### src/rtl/kmeans_vector_distance_if.sv
// Handshake bundle for the vector distance unit: coordinate-pair input stream
// and distance result output stream.
interface kmeans_vector_distance_if #(
  parameter int unsigned DATA_W = 32,
  parameter int unsigned DIM    = 4,
  parameter int unsigned ACC_W  = 2 * DATA_W + $clog2(DIM + 1)
);
  logic              vdist_in_valid;
  logic              vdist_in_ready;
  logic [DATA_W-1:0] vdist_a;
  logic [DATA_W-1:0] vdist_b;
  logic              vdist_mode;
  logic              vdist_out_valid;
  logic              vdist_out_ready;
  logic [ACC_W-1:0]  vdist_out;

  modport slave (
    input  vdist_in_valid, vdist_a, vdist_b, vdist_mode, vdist_out_ready,
    output vdist_in_ready, vdist_out_valid, vdist_out
  );

  modport master (
    output vdist_in_valid, vdist_a, vdist_b, vdist_mode, vdist_out_ready,
    input  vdist_in_ready, vdist_out_valid, vdist_out
  );
endinterface

### src/rtl/kmeans_vector_distance.sv
// Streams DIM coordinate pairs and returns one squared-Euclidean or Manhattan
// distance per vector through a three-stage pipeline, one vector in flight.
module kmeans_vector_distance #(
  parameter int unsigned DATA_W = 32,
  parameter int unsigned DIM    = 4,
  parameter int unsigned ACC_W  = 2 * DATA_W + $clog2(DIM + 1)
) (
  input  logic                     vdist_clk,
  input  logic                     vdist_rst,
  kmeans_vector_distance_if.slave  bus
);

  localparam int unsigned IDX_W = (DIM > 1) ? $clog2(DIM) : 1;
  localparam logic [IDX_W-1:0] LAST_IDX = IDX_W'(DIM - 1);

  typedef enum logic [0:0] {
    ST_ACCEPT = 1'b0,
    ST_BUSY   = 1'b1
  } state_t;

  state_t r_state;
  state_t w_state_next;

  logic [IDX_W-1:0]    r_idx;
  logic                r_mode;
  logic                r_s1_valid;
  logic                r_s1_first;
  logic                r_s1_last;
  logic                r_s1_mode;
  logic [DATA_W-1:0]   r_s1_d;
  logic                r_s2_valid;
  logic                r_s2_first;
  logic                r_s2_last;
  logic [2*DATA_W-1:0] r_s2_term;
  logic [ACC_W-1:0]    r_acc;
  logic [ACC_W-1:0]    r_out;
  logic                r_out_valid;

  logic                w_in_ready;
  logic                w_accept;
  logic                w_first;
  logic                w_last;
  logic                w_mode_eff;
  logic [DATA_W-1:0]   w_diff;
  logic [2*DATA_W-1:0] w_d_ext;
  logic [2*DATA_W-1:0] w_square;
  logic [2*DATA_W-1:0] w_term;
  logic [ACC_W-1:0]    w_term_ext;
  logic [ACC_W-1:0]    w_sum;

  assign w_in_ready = (r_state == ST_ACCEPT);
  assign w_accept   = bus.vdist_in_valid & w_in_ready;
  assign w_first    = (r_idx == '0);
  assign w_last     = (r_idx == LAST_IDX);
  // Mode is taken live on the first pair and from the latch for the rest.
  assign w_mode_eff = w_first ? bus.vdist_mode : r_mode;
  assign w_diff     = (bus.vdist_a >= bus.vdist_b) ? (bus.vdist_a - bus.vdist_b)
                                                   : (bus.vdist_b - bus.vdist_a);

  assign w_d_ext    = {{DATA_W{1'b0}}, r_s1_d};
  assign w_square   = w_d_ext * w_d_ext;
  assign w_term     = r_s1_mode ? w_d_ext : w_square;

  assign w_term_ext = {{(ACC_W - 2*DATA_W){1'b0}}, r_s2_term};
  assign w_sum      = (r_s2_first ? '0 : r_acc) + w_term_ext;

  assign bus.vdist_in_ready  = w_in_ready;
  assign bus.vdist_out_valid = r_out_valid;
  assign bus.vdist_out       = r_out;

  always_comb begin
    w_state_next = r_state;
    case (r_state)
      ST_ACCEPT: if (w_accept && w_last) w_state_next = ST_BUSY;
      ST_BUSY:   if (r_out_valid && bus.vdist_out_ready) w_state_next = ST_ACCEPT;
      default:   w_state_next = ST_ACCEPT;
    endcase
  end

  always_ff @(posedge vdist_clk) begin
    if (vdist_rst) begin
      r_state <= ST_ACCEPT;
    end else begin
      r_state <= w_state_next;
    end
  end

  always_ff @(posedge vdist_clk) begin
    if (vdist_rst) begin
      r_idx       <= '0;
      r_mode      <= 1'b0;
      r_s1_valid  <= 1'b0;
      r_s1_first  <= 1'b0;
      r_s1_last   <= 1'b0;
      r_s1_mode   <= 1'b0;
      r_s1_d      <= '0;
      r_s2_valid  <= 1'b0;
      r_s2_first  <= 1'b0;
      r_s2_last   <= 1'b0;
      r_s2_term   <= '0;
      r_acc       <= '0;
      r_out       <= '0;
      r_out_valid <= 1'b0;
    end else begin
      r_s1_valid <= w_accept;
      if (w_accept) begin
        r_idx      <= w_last ? '0 : r_idx + 1'b1;
        r_mode     <= w_mode_eff;
        r_s1_first <= w_first;
        r_s1_last  <= w_last;
        r_s1_mode  <= w_mode_eff;
        r_s1_d     <= w_diff;
      end

      r_s2_valid <= r_s1_valid;
      if (r_s1_valid) begin
        r_s2_first <= r_s1_first;
        r_s2_last  <= r_s1_last;
        r_s2_term  <= w_term;
      end

      // Only one vector is ever in flight, so a handshake never races a new result.
      if (r_out_valid && bus.vdist_out_ready) begin
        r_out_valid <= 1'b0;
      end
      if (r_s2_valid) begin
        r_acc <= w_sum;
        if (r_s2_last) begin
          r_out       <= w_sum;
          r_out_valid <= 1'b1;
        end
      end
    end
  end

endmodule
### src/flat_wrapper.sv
// flat-port wrapper written by rule: the top's interface ports become plain ports
module kmeans_vector_distance_flat 
#(
  parameter int unsigned DATA_W = 32,
  parameter int unsigned DIM    = 4,
  parameter int unsigned ACC_W  = 2 * DATA_W + $clog2(DIM + 1)
)
  (vdist_clk, vdist_rst, bus_vdist_in_valid, bus_vdist_a, bus_vdist_b, bus_vdist_mode, bus_vdist_out_ready, bus_vdist_in_ready, bus_vdist_out_valid, bus_vdist_out);
  kmeans_vector_distance_if #(.DATA_W(DATA_W), .DIM(DIM), .ACC_W(ACC_W)) bus_i ();
  input  logic vdist_clk;
  input  logic vdist_rst;
  input wire logic [$bits(bus_i.vdist_in_valid)-1:0] bus_vdist_in_valid;
  input wire logic [$bits(bus_i.vdist_a)-1:0] bus_vdist_a;
  input wire logic [$bits(bus_i.vdist_b)-1:0] bus_vdist_b;
  input wire logic [$bits(bus_i.vdist_mode)-1:0] bus_vdist_mode;
  input wire logic [$bits(bus_i.vdist_out_ready)-1:0] bus_vdist_out_ready;
  output wire logic [$bits(bus_i.vdist_in_ready)-1:0] bus_vdist_in_ready;
  output wire logic [$bits(bus_i.vdist_out_valid)-1:0] bus_vdist_out_valid;
  output wire logic [$bits(bus_i.vdist_out)-1:0] bus_vdist_out;
  assign bus_i.vdist_in_valid = bus_vdist_in_valid;
  assign bus_i.vdist_a = bus_vdist_a;
  assign bus_i.vdist_b = bus_vdist_b;
  assign bus_i.vdist_mode = bus_vdist_mode;
  assign bus_i.vdist_out_ready = bus_vdist_out_ready;
  assign bus_vdist_in_ready = bus_i.vdist_in_ready;
  assign bus_vdist_out_valid = bus_i.vdist_out_valid;
  assign bus_vdist_out = bus_i.vdist_out;
  kmeans_vector_distance #(.DATA_W(DATA_W), .DIM(DIM), .ACC_W(ACC_W)) u_core (.vdist_clk(vdist_clk), .vdist_rst(vdist_rst), .bus(bus_i));
endmodule
### config.mk
export PLATFORM = sky130hd
export DESIGN_NAME = kmeans_vector_distance_flat
export DESIGN_NICKNAME = d
export VERILOG_FILES = /design/src/rtl/kmeans_vector_distance_if.sv /design/src/rtl/kmeans_vector_distance.sv /design/src/flat_wrapper.sv
export SDC_FILE = /design/constraint.sdc
export NUM_CORES = 2
export LEC_CHECK = 0
export CORE_ASPECT_RATIO = 1.4
export CORE_UTILIZATION = 38
export DETAILED_ROUTE_END_ITERATION = 8
export GPL_ROUTABILITY_DRIVEN = 1
export SLEW_MARGIN = 20
export SYNTH_ARGS = -nofsm -noshare
export SYNTH_HDL_FRONTEND = slang
export SYNTH_SLANG_ARGS = --single-unit
### constraint.sdc
create_clock -name vdist_clk -period 10.09 [get_ports vdist_clk]
set_input_delay 1.5135 -clock vdist_clk [delete_from_list [all_inputs] [get_ports vdist_clk]]
set_output_delay 1.5135 -clock vdist_clk [all_outputs]
set_load 0.1 [all_outputs]
==> impl_metrics.yaml <==
global_routing:
  grt_max_degree: 78
  grt-ovfl-total: 0
  grt_pass1_wl_um: 222000
  grt_pass1_vias: 39800
  antenna_found_initial: 2
  track_usage_pct: 22.8
clock_tree:
  clock_latency_ns: 0.61
  cts_tree: "built"
  path_clk_slew_ns: 0.07
  cts-resized-gates: 0
  cts_buffer_depth: 3
  hold_buffers: 0
  cts.sinks: 241
  cts_root_buf: "clkbuf_16"
  post-cts-setup-buffers: 0
  cts-htree-levels: 1
  cts_buffers: 29
synth:
  synth-seq-cells: 241
  ys_types: 104
  synthArstFlopShare_pct: 0
  synthesis.instances: 5376
  ys.flop_type: "dfxtp_1"
  synth_most_common_cell: "inv_1"
  synth-warning-count: 0
  netlist.area_leader.share_pct: 34.4
  syn-cell-area_um2: 46300
  synthTopCellsByCount: "inv_1, fa_1, nand2_1"
  synthTopCellsByArea: "fa_1, ha_1, dfxtp_1"
  synth-edff-count: 0
  ys_seq_area_share_pct: 10.4
  synth_fp_nets: 6668
  avgSynthCellArea_um2: 8.61
  yosysTopAreaCell: "fa_1"
timing:
  hold_viol: 0
  slew_viol_final: 0
  rsz0062_at_grt: "false"
  fmax_mhz: 113
  hold_slack_ns: 0.455
  period_minus_slack_ns: 8.86
  report.final.setup_viol: 0
  slew_headroom_pct: 22.0
  setup_tns_ns: 0
  tightest_slew_ns: 1.17
  fin_crit_sh_pct: 87.8
  skew_ns: 0.0238
pwr:
  p_per_area_nw_per_um2: 223
  vdd_drop_max_mv: 0.367
  p_total_uw: 11200
  p_leak_uw: 0.0253
routing:
  drtAntennaViolNets: 0
  vias: 36200
  detail_route.iter0.violations: 1658
  routed_wl_um: 138000
  drc_errors: 0
  first_pass_iters: 6
  via_per_inst: 5.18
  wire_per_inst_um: 19.7
placed_design:
  port_buffers: 137
  numPlacedInstances: 6920
  dp_hpwl_um: 113000
  gp_congestion: 0.914
  placed_area_um2: 49100
setup_path:
  cp_max_fo: 24
  endpoint_kind: "flip-flop"
  critical_path_class: "flip-flop to flip-flop"
  cp_slowest_cell: "dfxtp_1"
  critPathTopFamily: "adder cells"
  worst-path-buf-inv: 5
  crit_required_ns: 10.59
  max_stage_delay_ns: 1.00
  cp_data_arrival_time_ns: 9.36
  cpMostUsedCell: "fa_1"
  critPathLaunchType: "flip-flop"
layout:
  layout-drive-gt1-share_pct: 3.48
  area_growth_pct: 8.19
  multi_input_area_um2: 36200
  nets: 6637
  nFillCells: 12400
  fin_cells: 6975
  seqCellArea_um2: 4830
  final_area_um2: 50100
min_path:
  hold_path.class: "flip-flop to flip-flop"
floorplan:
  rows: 151
  ios: 138
  die_h_um: 415
  design.die.area_um2: 123000
  core-area_um2: 121000
  start_util_pct: 38.3
  die_w_um: 297
job:
  maxCapViolCount: 0
outcome:
  status: "finished, final reports clean"
-- flip-flops by register name, indices dropped and copies added, names as in the netlist --
name                        cells
u_core.r_s2_first               1
u_core.bus.vdist_out_valid      1
u_core.r_s1_first               1
u_core.r_s1_mode                1
u_core.r_s1_valid               1
u_core.r_idx                    2
u_core.bus.vdist_out           67
u_core.r_s1_d                  32
u_core.r_s2_term               64
u_core.r_state                  1
u_core.r_acc                   67
u_core.r_s1_last                1
u_core.r_s2_last                1
u_core.r_s2_valid               1
-- power breakdown --
part / total (µW) / switching [µW] / internal, µW
clock: 1120 / 487 / 633
sequential: 1150 / 120 / 1030
combinational: 8900 / 5680 / 3220
total: 11200 / 6290 / 4890
-- stage by stage --
stage	utilization [%]	setup slack, ns
floorplan	-	2.46
global placement	40.6	1.20
detailed placement	40.6	1.26
CTS	41.4	1.25
global route	41.4	0.806
finish	41.4	1.23
-- cell type report --
cell class	instances	share of cell area, %
clock inverter	18	0.402
multi-input combinational	3780	72.3
timing repair buffer	208	3.93
inverter	1085	8.13
clock buffer	36	1.56
antenna	1	0.00500
sequential	241	9.65
tap	1606	4.01
-- path summary, 6_finish.rpt --
check,from,end,slack [ns],cells past startpoint
setup / recovery,u_core.r_s1_d[3],u_core.r_s2_term[63],1.23,26
hold / removal,u_core.bus.vdist_out[10],u_core.bus.vdist_out[10],0.45,2
setup reg to reg,u_core.r_s1_d[3],u_core.r_s2_term[63],1.23,26
hold reg to reg,u_core.bus.vdist_out[10],u_core.bus.vdist_out[10],0.45,2
-- worst register-to-register path: stages (launching register included) --
cell,delay [ns]
dfxtp_1,1.00
buf_4,0.37
and2_1,0.23
xnor2_1,0.09
ha_1,0.28
inv_1,0.05
fa_1,0.50
inv_1,0.05
fa_1,0.49
inv_1,0.05
fa_1,0.53
inv_1,0.06
fa_1,0.49
fa_1,0.59
fa_1,0.44
fa_1,0.48
ha_1,0.39
a21oi_1,0.20
o21ai_0,0.14
nor2_1,0.23
o211ai_1,0.24
a211oi_2,0.59
a31oi_2,0.32
a41oi_1,0.44
o311ai_2,0.17
xnor2_1,0.16
a22o_1,0.20
-- cells by family (layout without fill, tap and decap cells) --
group / after synthesis / after routing / share of synthesized area, %
other cells: 0 / 1 / 0
fa+ha+maj: 1223 / 1223 / 45.9
flops: 241 / 241 / 10.4
compound gates: 907 / 907 / 12.9
mux: 72 / 72 / 1.57
simple gates: 1415 / 1415 / 14.7
xor+xnor: 163 / 163 / 3.08
buf+inv: 1355 / 1347 / 11.4
-- per-layer routing --
metal	routed length, µm	share of wire [%]	GRT usage (%)
met5	9	0.0065	0
met4	7240	5.3	10.4
met3	4850	3.5	1.72
met2	72400	53	42.6
met1	53100	39	26.2
-- cell usage in the layout, fill, tap and decap left out, drive strengths merged, types with 136 or more instances in the layout --
cell type,count
a21oi,276
and2,242
clkdlybuf4s50,136
dfxtp,241
fa,795
ha,428
inv,1088
nand2,548
nor2,259
o21ai,177
Power figures use the tool's default switching activity.
